File: config.mk
export PLATFORM = sky130hd
export DESIGN_NAME = rv32i_mc_ctrl
export DESIGN_NICKNAME = d
export VERILOG_FILES = /design/src/rtl/rv32i_mc_ctrl.sv
export SDC_FILE = /design/constraint.sdc
export NUM_CORES = 1
export LEC_CHECK = 0
export BUFFER_PORTS_ARGS = -buffer_cell sky130_fd_sc_hd__buf_4
export CORE_MARGIN = 2
export CORE_UTILIZATION = 54
export DETAILED_ROUTE_END_ITERATION = 7
export PLACE_DENSITY = 0.85
export SLEW_MARGIN = 20
export SYNTH_ARGS = -nofsm -noshare
export SYNTH_HDL_FRONTEND = slang
export SYNTH_SLANG_ARGS = --single-unit
export TNS_END_PERCENT = 20
File: constraint.sdc
create_clock -name clk -period 4.4 [get_ports clk]
set_input_delay 0 -clock clk [delete_from_list [all_inputs] [get_ports clk]]
set_output_delay 0 -clock clk [all_outputs]
set_load 0.05 [all_outputs]
File: src/rtl/rv32i_mc_ctrl.sv
// rv32i_mc_ctrl: multi-cycle control FSM for the RV32I core.
// Sequences fetch/decode/exec/mem/wb, raises a sticky trap, counts retires.
module rv32i_mc_ctrl #(
  parameter int unsigned MEM_TIMEOUT = 15
) (
  input  logic        clk,
  input  logic        rst,
  input  logic        imem_valid,
  input  logic [31:0] ir,
  input  logic        br_taken,
  input  logic        dmem_ready,
  output logic        imem_req,
  output logic        ir_we,
  output logic [2:0]  cu_immtype,
  output logic        alu_srca,
  output logic        alu_srcb,
  output logic        dmem_req,
  output logic        dmem_we,
  output logic        reg_we,
  output logic [1:0]  wb_sel,
  output logic        pc_we,
  output logic [1:0]  pc_sel,
  output logic        trap,
  output logic [1:0]  trap_cause,
  output logic [31:0] instret
);

  localparam int unsigned CW = $clog2(MEM_TIMEOUT + 1);
  localparam logic [CW-1:0] TMO_LAST = CW'(MEM_TIMEOUT - 1);

  typedef enum logic [2:0] {
    FETCH, DECODE, EXEC, MEM, WB, TRAP
  } state_t;

  state_t        state;
  state_t        state_nx;
  logic [CW-1:0] cnt;
  logic [CW-1:0] cnt_nx;
  logic [1:0]    cause_nx;
  logic          retire;

  logic [6:0] opc;
  logic is_lui, is_auipc, is_jal, is_jalr;
  logic is_branch, is_load, is_store;
  logic is_opimm, is_op, is_fence;
  logic legal;
  logic unused_ir;

  assign opc       = ir[6:0];
  assign is_lui    = (opc == 7'b0110111);
  assign is_auipc  = (opc == 7'b0010111);
  assign is_jal    = (opc == 7'b1101111);
  assign is_jalr   = (opc == 7'b1100111);
  assign is_branch = (opc == 7'b1100011);
  assign is_load   = (opc == 7'b0000011);
  assign is_store  = (opc == 7'b0100011);
  assign is_opimm  = (opc == 7'b0010011);
  assign is_op     = (opc == 7'b0110011);
  assign is_fence  = (opc == 7'b0001111);
  assign legal     = is_lui | is_auipc | is_jal
                   | is_jalr | is_branch | is_load
                   | is_store | is_opimm | is_op
                   | is_fence;
  assign unused_ir = ^ir[31:12];

  assign trap = (state == TRAP);

  // immediate format follows the held opcode
  always_comb begin
    cu_immtype = 3'b000;
    unique case (1'b1)
      is_load, is_opimm, is_jalr: cu_immtype = 3'b000;
      is_store:                   cu_immtype = 3'b001;
      is_branch:                  cu_immtype = 3'b010;
      is_lui, is_auipc:           cu_immtype = 3'b011;
      is_jal:                     cu_immtype = 3'b100;
      default:                    cu_immtype = 3'b000;
    endcase
  end

  // state register, mem wait counter, trap cause
  always_ff @(posedge clk or posedge rst) begin
    if (rst) begin
      state      <= FETCH;
      cnt        <= '0;
      trap_cause <= 2'b00;
    end else begin
      state      <= state_nx;
      cnt        <= cnt_nx;
      trap_cause <= cause_nx;
    end
  end

  // retired instruction counter, wraps naturally
  always_ff @(posedge clk or posedge rst) begin
    if (rst) begin
      instret <= '0;
    end else if (retire) begin
      instret <= instret + 32'd1;
    end
  end

  // next state and strobes; everything held low while rst is high
  always_comb begin
    state_nx = state;
    cnt_nx   = cnt;
    cause_nx = trap_cause;
    retire   = 1'b0;
    imem_req = 1'b0;
    ir_we    = 1'b0;
    alu_srca = 1'b0;
    alu_srcb = 1'b0;
    dmem_req = 1'b0;
    dmem_we  = 1'b0;
    reg_we   = 1'b0;
    wb_sel   = 2'b00;
    pc_we    = 1'b0;
    pc_sel   = 2'b00;
    if (!rst) begin
      unique case (state)
        FETCH: begin
          imem_req = 1'b1;
          if (imem_valid) begin
            ir_we    = 1'b1;
            state_nx = DECODE;
          end
        end
        DECODE: begin
          if (!legal) begin
            state_nx = TRAP;
            cause_nx = 2'b01;
          end else if (is_fence) begin
            pc_we    = 1'b1;
            retire   = 1'b1;
            state_nx = FETCH;
          end else begin
            state_nx = EXEC;
          end
        end
        EXEC: begin
          alu_srca = is_auipc | is_jal | is_branch;
          alu_srcb = ~is_op;
          if (is_branch) begin
            pc_we    = 1'b1;
            pc_sel   = br_taken ? 2'b01 : 2'b00;
            retire   = 1'b1;
            state_nx = FETCH;
          end else if (is_load | is_store) begin
            cnt_nx   = '0;
            state_nx = MEM;
          end else begin
            state_nx = WB;
          end
        end
        MEM: begin
          dmem_req = 1'b1;
          dmem_we  = is_store;
          if (dmem_ready) begin
            if (is_store) begin
              pc_we    = 1'b1;
              retire   = 1'b1;
              state_nx = FETCH;
            end else begin
              state_nx = WB;
            end
          end else if (cnt == TMO_LAST) begin
            state_nx = TRAP;
            cause_nx = 2'b10;
          end else begin
            cnt_nx = cnt + 1'b1;
          end
        end
        WB: begin
          reg_we = (ir[11:7] != 5'd0);
          if (is_load) begin
            wb_sel = 2'b01;
          end else if (is_jal | is_jalr) begin
            wb_sel = 2'b10;
          end
          if (is_jal) begin
            pc_sel = 2'b01;
          end else if (is_jalr) begin
            pc_sel = 2'b10;
          end
          pc_we    = 1'b1;
          retire   = 1'b1;
          state_nx = FETCH;
        end
        TRAP: begin
          state_nx = TRAP;
        end
        default: begin
          state_nx = FETCH;
        end
      endcase
    end
  end

endmodule

* Yosys cells after proc, flatten, opt, wreduce, memory -nomap -nowiden
Cells that the tools add are included.
** Word-level totals
- Output and inout port bits :: 50
- Bits in registers :: 41
** Cells by class
- Equal/unequal tests :: 24
- Muxes and demuxes :: 51
- Reduce and logical (&&, ||, !) cells :: 8
- Add/subtract/negate cells :: 2
- Bitwise gates (word level) :: 15
** Operators with widths (number)
- $add A32 B1 Y32 const B :: 1
- $mux W1 :: 23
- $mux W2 :: 11
- $eq A7 B6 Y1 const B :: 3
- $eq A7 B7 Y1 const B :: 3
- $mux W3 :: 7
- $mux W4 :: 4
- $pmux W3 S5 :: 1
- $eq A7 B5 Y1 const B :: 2
- $ne A2 B2 Y1 const B :: 7
- $or A1 B1 Y1 :: 13
- $pmux W3 S4 :: 1
- $pmux W2 S2 :: 2
- $pmux W4 S2 :: 1
- $eq A7 B2 Y1 const B :: 1
- $eq A7 B4 Y1 const B :: 1
- $eq A3 B2 Y1 const B :: 2
- $eq A3 B3 Y1 const B :: 2
- $reduce_and A6 Y1 :: 1
- $reduce_and A5 Y1 :: 1
- $reduce_bool A5 Y1 :: 1
- $add A4 B1 Y4 const B :: 1
- $eq A4 B4 Y1 const B :: 1
- $pmux W1 S4 :: 1
- 7 further kinds :: 9

* Depth between registers and ports, before layout
Gate-level depths: netlist of run 1.
- Depth after elaboration :: 13
- Gate-level depth with buffers :: 8
- Mapped depth without buffers :: 7

* Worst setup path before layout of run 1
Ideal clock, no wire load.
- Path type :: input port to output port
- From :: input port rst
- To :: output port pc_sel[1]
- Buffers on the path :: 1
- Setup slack :: 1480 ps
- Data arrival time :: 2920 ps
- Required time :: 4400 ps
- Cell stages on the path :: 4
- Cell sequence :: clkbuf_1 > inv_1 > nand4_1 > nor4_1
** On the way
- Cells in the longest elaborated chain, start to end :: 1
** RTL lines
- start: declaration :: RTL line 7 : input logic rst,
- $mux W2 :: RTL line 119 : if (!rst) begin
- end: declaration :: RTL line 22 : output logic [1:0] pc_sel,
Every way passes these cells.

* Worst setup path after layout of run 1
- From :: register state[0]
- To :: register instret[15]
** On the way
- Cells in the longest elaborated chain, start to end :: 3
** RTL lines
- start: declaration :: RTL line 35 : state_t state;
- start signal: assignment :: RTL line 88 : state <= state_nx;
- $eq A3 B3 Y1, or another cell as far along :: RTL line 120 : unique case (state)
- $pmux W1 S4 (*) :: RTL line 120
- $mux W1 (*) :: RTL line 119
- end signal: assignment :: RTL line 99 : instret <= instret + 32'd1;
- end: declaration :: RTL line 25 : output logic [31:0] instret
Every way passes the cells marked *; elsewhere a longest branch is shown, timed or not.
A chain may end at the register's enable or synchronous reset.

==> summary.md, run 1 <==
| Metric | Value |
|---|---|
| Placed Instances | `383` |
| Commonest non-fill, non-tap cells in the layout | `67 x buf_4, 41 x dfrtp_1, 26 x xor2_1` |
| Placed cell areas | `3030 µm²` |
| Most common cell after layout, fill and taps aside | `buf_4` |
| CP Class | `register to register` |
| Root Buffer | `clkbuf_8` |
| Die Y | `72.6 µm` |
| Number of DRC markers in iteration 0 | `156` |
| Post-Route Setup TNS | `0 ps` |
| Design Area, Final | `about 3200 µm²` |
| Clock-pin slew on the worst setup and hold paths | `80 ps` |
| GRT Util Overall | `a little under a quarter` |
| Synth top area share | `roughly 40%` |
| Post-layout net count | `about 380` |
| Largest net degree at the start of global routing | `28` |
| Max-Cap Viols | `0` |
| Post-synth EDFFs | `0` |
| Hold_sp | `dmem_ready` |
| Post-DP HPWL | `roughly 4.5 mm` |
| Hold WS | `9.60 ps` |
| DRT Pass-1 Iters | `5` |
| Clock Path Buffers | `2` |
| Final Cycle Share | `60.2%` |
| CTS Buf Count | `5` |
| CP arrival | `2810 ps` |
| CP Max Fanout | `27` |
| Cell Area, Synth | `2540 µm²` |
| Slowest cell on crit path | `and3_1` |
| Least-Margin Pin Slew | `1100 ps` |
| P_sw | `484 µW` |
| First-pass GRT wire length | `9.78 mm` |
| Critical R2R Launch | `state[0]$_DFFE_PP0P_` |
| TritonCTS clock tree | `built` |
| Ys flop type | `dfrtp_1` |
| Core area | `4440 µm²` |
| Post-CTS setup buffer count | `0` |
| Die Area | `5260 µm²` |
| Final WL | `6.12 mm` |
| CTS Sinks | `41` |
| Critical Path Stages | `5` |
| YS warnings | `0` |
| Routability cong. | `0.925` |
| Max-slew violations | `0` |
| Reg2Reg Depth | `5` |
| WL/cell | `15.6 µm` |
| Share of cells above drive strength 1 | `25.3%` |
| Final Setup Violations | `0` |
| CTS HTree Levels | `2` |
| Startpoint types | `register` |
| Register share of total power | `39.5%` |
| PnR worst setup slack | `1750 ps` |
| Hold Path Class | `primary input to register` |
| Worst vdd ir | `between 0.2 and 0.25 mV` |
| Worst setup EP type | `register` |
| Average cell area after synthesis | `9.13 µm²` |
| Clock Skews | `just under 10 ps` |
| Async SR Flop Fraction | `100%` |
| RSZ-0062 raised after global routing | `false` |
| Initial antenna violation count | `0` |
| Critical-path cell list | `inv_1 -> a41oi_1 -> and3_1 -> nor3_1 -> xor2_1` |
| Area grow syn2layout | `24.3%` |
| Chip width | `72.6 µm` |
| Clock network fraction of total power | `25.5%` |
| Final Hold Fails | `0` |
| Combinational Power Share | `35.0%` |
| Non-Filler Instances | `392` |
| I/O pins | `87` |
| Yosys reg bits | `41` |
| Post-synthesis cell type count | `48` |
| Vias in the first global route | `2174` |
| Total internal power | `723 µW` |
| Post-synth top area cell | `dfrtp_1` |
| DR DRC count | `0` |
| Routed via count | `2360` |
| Power Density | `roughly 380 nW/µm²` |
| Pre-CTS setup slack | `around 1800 ps` |
| Critical Path RT | `4560 ps` |
| Relative slew slack | `between 20% and 30%` |
| Fmax | `378 MHz` |
| Ant diodes | `0` |
| Final ANT Viol Nets | `0` |
| Crit-path leading delay family | `simple AND/OR/NAND/NOR gates` |
| Status | `complete, no violations` |
| Syn Nets | `318` |
| Critical path's largest stage delay | `940 ps` |
| Min-Delay Path Depth | `3` |
| Lkg Pwr | `approximately 1.5 nW` |
| Setup slack, reg-to-reg | `1750 ps` |
| Register area share after synthesis | `40.4%` |
| Num rows | `24` |
| Starting density of the core | `57.1%` |
| Gate Count Post-Synth | `278` |
| PortBufs | `66` |
| Tmin final | `2650 ps` |
| Sw Ratio | `roughly two fifths` |
| Crit path from | `state[0]$_DFFE_PP0P_` |
| GR Overflow Total | `0` |
| Via-to-Cell Ratio | `6.02` |
| Clk Latency, worst-skew pair | `about 290 ps` |
| WP buf/inv | `1` |
| Synth top area cells | `dfrtp_1 40%, xor2_1 9.0%, nor3_1 4.7%, nand3_1 3.7%, nand2_1 3.3%` |
==> area by class of cell <==
type,instances,area (µm²)
clock buffers,7,86.3
clock inverters,1,30.0
fillers,342,1290
inverters,11,41.3
multi-input cells,212,1390
flip-flops and latches,41,1030
well taps,52,65.1
repair buffers,68,513
==> sequential cells by signal, summed over array words and instances, names as in the netlist <==
| name | count |
|---|---|
| cnt | 4 |
| instret | 32 |
| state | 3 |
| trap_cause | 2 |
==> cells in the mapped netlist (all sizes together) (2+ instances only) <==
master and number:
nor4 13, and3 6, clkbuf 9, or3 2
o31ai 4, xor2 26, nor2b 5, o21ai 9
a21o 3, and4 2, buf 5, xnor2 5
nor2 17, a41oi 2, nor3 24, and3b 2
nand3 19, o311ai 2, nor4b 3, dfrtp 41
nand2 22, a21oi 6, nor3b 3, nand2b 3
a311oi 2, inv 11, ha 3, nand4 11
and2 5
==> metrics by stage <==
step / power, mW / utilization, %
after global placement: 0.899 / 68.1
final: 1.21 / 71.0
after floorplan: 0.814 / -
after global routing: 1.27 / 71.0
after detailed placement: 0.904 / 68.1
after CTS: 1.22 / 71.0
==> worst min-delay path, stage by stage <==
cell	delay, ps
buf_4	90
nor4_1	60
a21oi_1	100
==> kinds of logic after synthesis <==
kind of cell / Yosys count / synth area share [%]
compound gates: 35 / 9.67
xor+xnor: 31 / 10.7
fa+ha+maj: 3 / 1.48
buf+inv: 25 / 4.68
flops: 41 / 40.4
mux: 2 / 0.838
simple gates: 141 / 32.2
==> layer usage <==
layer	global-route usage (%)	wire, µm	vias to the layer above
met2	38.0	3040	88
met3	4.86	343	10
li1	-	-	1132
met5	0	0	-
met1	31.0	2680	1130
met4	7.20	65	0
==> power by group through the flow <==
stage / Clock [mW] / Sequential [mW] / Combinational (mW)
after floorplan: 0 / 0.526 / 0.288
after global placement: 0 / 0.482 / 0.417
after detailed placement: 0 / 0.483 / 0.422
after CTS: 0.314 / 0.477 / 0.424
after global routing: 0.328 / 0.487 / 0.452
final: 0.308 / 0.477 / 0.422
==> final timing paths <==
| kind | end |
|---|---|
| min reg2reg | instret[31]$_DFFE_PP0P_ |
| max | instret[15]$_DFFE_PP0P_ |
| min | trap_cause[0]$_DFFE_PP0P_ |
| min in group asynchronous | cnt[2]$_DFFE_PP0P_ |
| max in group asynchronous | instret[23]$_DFFE_PP0P_ |
| max reg2reg | instret[15]$_DFFE_PP0P_ |
==> timing repair <==
item                                    4_1_cts  5_1_grt
hold endpoints to repair                     19        0
hold buffers                                  1        0
resized for setup                             0        0
endpoints found under the setup margin        0        0
No activity file was read; power rests on OpenSTA's default activity.
==> run 2: changes to the inputs <==
- CORE_UTILIZATION: 54 -> 46
- PLACE_DENSITY: 0.85 -> 0.77
- clock period: 4.4 -> 2.4 ns (I/O delays scaled with it)
==> run 2 against run 1 <==
- hold slack better by 5.4 ps
- wire length is 5.0% lower
- global-route usage is 3.4 points lower
- via count is 1.4% lower
- die area is 16% higher
- cell area is 2.3% higher
- total power is 90% higher
- non-clock buffer count is 4 higher
- setup slack worse by 1400 ps
- critical path depth stayed put
- critical endpoint is now pc_we
- largest power group is now combinational cells
==> summary.md, run 2 (synthesis gave the netlist of run 1 again) <==
| Metric | Value |
|---|---|
| Pre-CTS setup slack | `421 ps` |
| RSZ-0062 raised after global routing | `false` |
| Routability cong. | `0.913` |
| Final Hold Fails | `0` |
| Setup slack, reg-to-reg | `420 ps` |
| Tmin final | `2060 ps` |
| Worst vdd ir | `0.418 mV` |
| TritonCTS clock tree | `built` |
| Hold WS | `15.0 ps` |
| Lkg Pwr | `1.57 nW` |
| Via-to-Cell Ratio | `5.60` |
| Clk Latency, worst-skew pair | `290 ps` |
| Core area | `5410 µm²` |
| Ant diodes | `0` |
| CP arrival | `2060 ps` |
| Relative slew slack | `between 60% and 70%` |
| Total power | `2.29 mW` |
| Clock Skews | `5.75 ps` |
| Num rows | `27` |
| Worst setup EP type | `primary output` |
| Vias in the first global route | `2184` |
| Post-Route Setup TNS | `0 ps` |
| PnR worst setup slack | `340 ps` |
| Die Area | `6130 µm²` |
| Startpoint types | `register` |
| Fmax | `485 MHz` |
| Chip width | `78.3 µm` |
| CTS Sinks | `41` |
| Final Cycle Share | `about 86%` |
| Critical Path RT | `2400 ps` |
| Largest register FFs | `32` |
| WL/cell | `14.0 µm` |
| Initial antenna violation count | `0` |
| GRT Util Overall | `19.9%` |
| Number of fillers in the final layout | `between 400 and 500` |
| Area grow syn2layout | `27.2%` |
| Top layer in use | `met4` |
| Met3 WL | `305 µm` |
| Placed Instances | `about 410` |
| Final Setup Violations | `0` |
| Most flops, register | `instret` |
| Design Area, Final | `between 3000 and 4000 µm²` |
| Post-layout net count | `about 380` |
| Starting density of the core | `46.9%` |
| Placed cell areas | `3100 µm²` |
| Clock Path Buffers | `2` |
| DRT Pass-1 Iters | `4` |
| Routed via count | `2328` |
| First-pass GRT wire length | `9.96 mm` |
| Least-Margin Pin Slew | `559 ps` |
| Largest net degree at the start of global routing | `28` |
| PortBufs | `66` |
| CP Class | `register to primary output` |
| I/O pins | `between 80 and 90` |
| Share of cells above drive strength 1 | `approximately a quarter` |
| Max-Cap Viols | `0` |
| Top Registers | `instret x32, cnt x4, state x3` |
| Clock-pin slew on the worst setup and hold paths | `~70 ps` |
| CTS Buf Count | `5` |
| Status | `complete, no violations` |
| Power Density | `a little over 700 nW/µm²` |
| Post-CTS setup buffer count | `0` |
| Final ANT Viol Nets | `0` |
| Final WL | `between 5 and 6 mm` |
| Post-DP HPWL | `4.29 mm` |
| CP Max Fanout | `13` |
| Commonest non-fill, non-tap cells in the layout | `70 x buf_4, 41 x dfrtp_1, 26 x xor2_1` |
| Finished Core Util | `59.7%` |
| Most common cell after layout, fill and taps aside | `buf_4` |
| Non-Filler Instances | `416` |
| Routed met2 length | `2.84 mm` |
| Root Buffer | `clkbuf_8` |
| Max-slew violations | `0` |
| Number of DRC markers in iteration 0 | `165` |
| CTS HTree Levels | `2` |
| Hold Path Class | `primary input to register` |
| Wl on met1 | `2.60 mm` |
| GR Overflow Total | `0` |
| Die Y | `78.3 µm` |
| DR DRC count | `0` |
## run 2: power by group
part	switching (mW)	leakage [nW]	internal, mW	total [mW]
sequential	0.0778	0.538	0.750	0.827
combinational	0.601	0.972	0.294	0.895
clock	0.232	0.0585	0.339	0.571
## run 2: what timing repair did
item | 4_1_cts | 5_1_grt
gates resized for setup | 0 | 0
setup endpoints to repair | 0 | 0
hold buffers | 1 | 0
hold endpoints to repair | 14 | 0
## run 2: cell type report
| type | instances | area [µm²] | share of cell area (%) |
|---|---|---|---|
| Clock buffer | 7 | 86.3 | 2.67 |
| Tap cell | 72 | 90.1 | 2.79 |
| Sequential cell | 41 | 1030 | 31.8 |
| Clock inverter | 1 | 30.0 | 0.930 |
| Multi-Input combinational cell | 212 | 1400 | 43.3 |
| Timing Repair Buffer | 72 | 556 | 17.2 |
| Inverter | 11 | 41.3 | 1.28 |
## run 2: worst paths after layout
| path | startpoint | depth (start not counted) | endpoint |
|---|---|---|---|
| min in group asynchronous | rst | 4 | instret[8]$_DFFE_PP0P_ |
| hold reg to reg | instret[31]$_DFFE_PP0P_ | 1 | instret[31]$_DFFE_PP0P_ |
| hold / removal | dmem_ready | 3 | trap_cause[0]$_DFFE_PP0P_ |
| setup reg to reg | state[2]$_DFFE_PP0P_ | 6 | instret[18]$_DFFE_PP0P_ |
| max in group asynchronous | rst | 5 | instret[24]$_DFFE_PP0P_ |
| setup / recovery | state[2]$_DFFE_PP0P_ | 5 | pc_we |
## run 2: worst max-delay path: stages (launching register included)
cell and delay (ps):
dfrtp_1 410, buf_4 190, and3b_1 230, nand4_1 130, a311oi_2 520, buf_4 290
## run 2: metal layers
layer	GRT usage [%]	up-vias
met1	26.0	1094
met4	6.84	0
met2	33.4	82
met3	3.22	10
met5	0	-
li1	-	1142
